<file path="config.mk">
export PLATFORM = sky130hd
export DESIGN_NAME = left_shift_seq
export DESIGN_NICKNAME = d
export VERILOG_FILES = /design/src/rtl/left_shift_seq.sv
export SDC_FILE = /design/constraint.sdc
export NUM_CORES = 1
export LEC_CHECK = 0
export ABC_AREA = 1
export BUFFER_PORTS_ARGS = -buffer_cell sky130_fd_sc_hd__buf_2
export CELL_PAD_IN_SITES_DETAIL_PLACEMENT = 1
export CELL_PAD_IN_SITES_GLOBAL_PLACEMENT = 2
export CORE_MARGIN = 1
export CORE_UTILIZATION = 28
export DETAILED_ROUTE_END_ITERATION = 8
export PLACE_DENSITY = 0.88
export SETUP_SLACK_MARGIN = 0.2
export SKIP_CTS_REPAIR_TIMING = 1
export SKIP_LAST_GASP = 1
export SYNTH_ARGS = -nofsm -noshare
export SYNTH_HDL_FRONTEND = slang
export SYNTH_SLANG_ARGS = --single-unit
</file>
<file path="constraint.sdc">
create_clock -name clk -period 1.8 [get_ports clk]
set_clock_uncertainty 0.2 [all_clocks]
set_input_delay 0 -clock clk [delete_from_list [all_inputs] [get_ports clk]]
set_output_delay 0 -clock clk [all_outputs]
set_load 0.05 [all_outputs]
</file>
<file path="src/rtl/left_shift_seq.sv">
// left_shift_seq: multi-cycle left shifter/rotator, one power-of-two stage per clock, largest first.
// Optional LSHIFT_EARLY_DONE_EN finishes as soon as no lower count bits remain.
module left_shift_seq #(
   parameter int WIDTH = 16,
   parameter int CNTW  = 4
) (
   input  logic             clk,
   input  logic             rst,
   input  logic             start,
   input  logic [WIDTH-1:0] In,
   input  logic [CNTW-1:0]  Cnt,
   input  logic             Rot,
   output logic             busy,
   output logic             done,
   output logic [WIDTH-1:0] Out
);
   localparam int KW = (CNTW > 1) ? $clog2(CNTW) : 1;
   typedef enum logic [1:0] {IDLE, SHIFT, DONE} state_t;
   state_t state, state_n;
   logic [KW-1:0] k;
   logic [WIDTH-1:0] work, out_r, stage;
   logic [CNTW-1:0] cnt_r, amt;
   logic rot_r, accept, last;
   logic [2*WIDTH-1:0] dbl;
   assign accept = start && state != SHIFT;
   assign busy = state == SHIFT;
   assign done = state == DONE;
   assign Out = out_r;
   assign amt = CNTW'(1) << k;
   // Rotation falls out of the upper half of the doubled word shifted left.
   assign dbl = {work, work} << amt;
   assign stage = cnt_r[k] ? (rot_r ? dbl[2*WIDTH-1:WIDTH] : work << amt) : work;
`ifdef LSHIFT_EARLY_DONE_EN
   logic [CNTW-1:0] low_mask;
   assign low_mask = amt - CNTW'(1);
   assign last = (cnt_r & low_mask) == '0;
`else
   assign last = k == '0;
`endif
   always_comb begin
      state_n = state;
      if (state == SHIFT) state_n = last ? DONE : SHIFT;
      else if (start) state_n = SHIFT;
      else state_n = IDLE;
   end
   always_ff @(posedge clk) begin
      if (rst) begin
         state <= IDLE;
         k     <= KW'(CNTW-1);
         work  <= '0;
         cnt_r <= '0;
         rot_r <= 1'b0;
         out_r <= '0;
      end else begin
         state <= state_n;
         if (accept) begin
            work  <= In;
            cnt_r <= Cnt;
            rot_r <= Rot;
            k     <= KW'(CNTW-1);
         end else if (state == SHIFT) begin
            work <= stage;
            k    <= k - KW'(1);
            if (last) out_r <= stage;
         end
      end
   end
endmodule

</file>
==> results_dict.tcl <==
set metrics [dict create \
    drtAntennaViolNets 0 \
    cts_made_buffers 5 \
    viasPerCell 5.20 \
    antenna_cells 0 \
    fin_util 0.454 \
    path_max_fanout 5 \
    synth_nets 526 \
    status "finished with violations" \
    netlist_instances 497 \
    placementRows 37 \
    yosysWarningCount 0 \
    cts_tree "done" \
    crit_arrival_ps 2070 \
    core_area_um2 10500 \
    syn_avg_cell_area_um2 6.20 \
    finalHoldViolations 0 \
    synthToLayoutAreaGrowth_pct 54.7 \
    synth_ff_type "dfxtp_1" \
    setup_tns_ps -6250 \
    clk_pin_slew_ps 80 \
    drc 0 \
    die_h_um 107 \
    syn_area_um2 3080 \
    wl_per_cell_um 18.7 \
    placed_area_um2 3810 \
    drive_above_1_share 0.418 \
    antenna_found_initial 0 \
    max-cap-violations 0 \
    cts_max_level 2 \
    synth_seq_area_share 0.266 \
    period_share 1.16 \
    dpl.cell_count 702 \
    setup_violations 32 \
    final-seq-area_um2 828 \
    cts.sinks 41 \
    cts_max_path_buffers 2 \
    grt_usage 0.211 \
    crit_path_end_kind "register" \
    vdd_drop_max_mv 0.410 \
    hp-class "input pin to register" \
    grt_first_pass_wirelength_um 18500 \
    insertion_delay_ps 310 \
    nFillCells 1307 \
    vias 3914 \
    rsz0062_at_grt "yes" \
    wl_um 14100 \
    start_util 0.293 \
    crit_required_ps 1790 \
    yosysTopAreaCell "dfxtp_1" \
    final_max_slew_viol_count 0 \
    drt_pass1_iterations 5 \
    fin_ws_ps -281 \
    drt_iter0_markers 257 \
    final_nets 645 \
    grt_max_degree 20 \
    crit_path_start_kind "register" \
    synth_cell_types 34 \
    synth_edf_count 0 \
    period_needed_ps 2080 \
    max_freq_ghz 0.481 \
    overflow 0 \
    violations "negative setup slack" \
    p_per_area_nw_per_um2 618 \
    yosys.area.top_type_share 0.266 \
    fin_total_pwr_mw 2.95 \
    crit_type "register to register" \
    ios 42 \
    dieArea_um2 11400 \
    p_leak_nw 2.27 \
    async_flop_share 0 \
    fin_area_um2 4770 \
    dp_slack_ps -257 \
    cts_root_buffer "clkbuf_8" \
    portBuffers 41 \
    final_cells 753 \
    dp_hpwl_um 9340 \
    grt_pass1_vias 3666 \
    whs_ps 264 \
    multi_input_area_um2 2280 \
    synth_seq_cells 41 \
    die_w_um 107 \
    slew-limit-headroom 0.728 \
    globalplace.congestion 0.870 \
    worst_slew_pin_slew_ps 408 \
    synthTopCellsByArea "dfxtp_1 27%, nand2_1 18%, nand3_1 15%, inv_1 6.3%, o21ai_0 4.9%" \
]
==> cells by family (layout without fill, tap and decap cells) <==
logic type | after synthesis | count (layout) | share of synthesized area
and+or+nand+nor | 298 | 298 | 0.450
buffers and inverters | 82 | 202 | 0.136
AOI/OAI and AO/OA | 71 | 71 | 0.127
DFF | 41 | 41 | 0.266
adders and majority gates | 5 | 5 | 0.0203
==> layout by cell type (no fill, tap or decap), types with 2 or more instances in the layout <==
cell type,Yosys,layout
nand4_1,4,4
dfxtp_4,0,2
dfxtp_1,41,39
ha_2,0,3
buf_2,7,40
o21ai_2,2,3
o21ai_1,2,6
nor2_1,25,22
a21oi_2,4,12
inv_1,52,46
inv_12,0,2
nor2_4,0,3
clkbuf_8,1,5
nand2_4,1,11
a21oi_1,28,20
nand3_2,12,38
o211ai_1,3,3
dlygate4sd3_1,0,23
o21ai_0,30,25
nand2_2,14,42
buf_6,4,7
nand3b_1,3,3
ha_4,0,2
nor2_2,3,3
nand3_1,90,58
inv_2,1,4
buf_12,1,8
nand2_1,145,107
buf_4,4,59
nand3_4,0,6
==> final timing paths <==
| kind | cells past startpoint | startpoint | slack (ps) | to |
|---|---|---|---|---|
| max | 12 | k[0]$_SDFFE_PP1P_ | -280 | work[10]$_SDFFE_PP0P_ |
| min | 4 | Cnt[1] | 260 | cnt_r[1]$_SDFFE_PP0P_ |
| max reg2reg | 12 | k[0]$_SDFFE_PP1P_ | -280 | work[10]$_SDFFE_PP0P_ |
| min reg2reg | 2 | Out[12]$_SDFFE_PP0P_ | 280 | Out[12]$_SDFFE_PP0P_ |
==> final cells by class <==
type | count | area share
multi-input cells | 374 | 0.478
inverters | 55 | 0.0509
repair buffers | 138 | 0.237
repair inverters | 1 | 0.00236
well taps | 136 | 0.0357
clock buffers | 7 | 0.0205
clock inverters | 1 | 0.00184
flip-flops and latches | 41 | 0.174
==> synthesized netlist by cell type (all sizes together), types with 3 or more instances <==
cell type    n
nand2      160
nand3      102
inv         55
dfxtp       41
o21ai       34
a21oi       32
nor2        28
buf         17
clkbuf       9
ha           5
nand4        5
nand3b       3
o211ai       3
==> critical path, stage by stage (launching register included) <==
cell	delay, ps
dfxtp_4	390
inv_6	50
ha_4	170
buf_12	140
buf_4	150
nand2_2	90
nand3_2	100
nand3_1	100
nand2_1	110
nand2_1	70
nand3b_1	170
nand3_1	150
a21oi_2	60
==> registers in the layout (all words and copies together) (netlist names) <==
register,count
work,16
k,2
Out,16
cnt_r,4
state,2
rot_r,1
==> per-layer routing <==
metal  GRT usage  wire [µm]  up-vias
met2       0.375       7130      106
met4      0.0411        359        0
met1       0.276       6070     1919
met5           0          0        -
met3      0.0219        522       30
li1            -          -     1859
==> power breakdown <==
group	switching (mW)	internal [mW]
clock	0.358	0.361
combinational	0.738	0.468
sequential	0.0678	0.954
(Power assumes the default switching activity.)
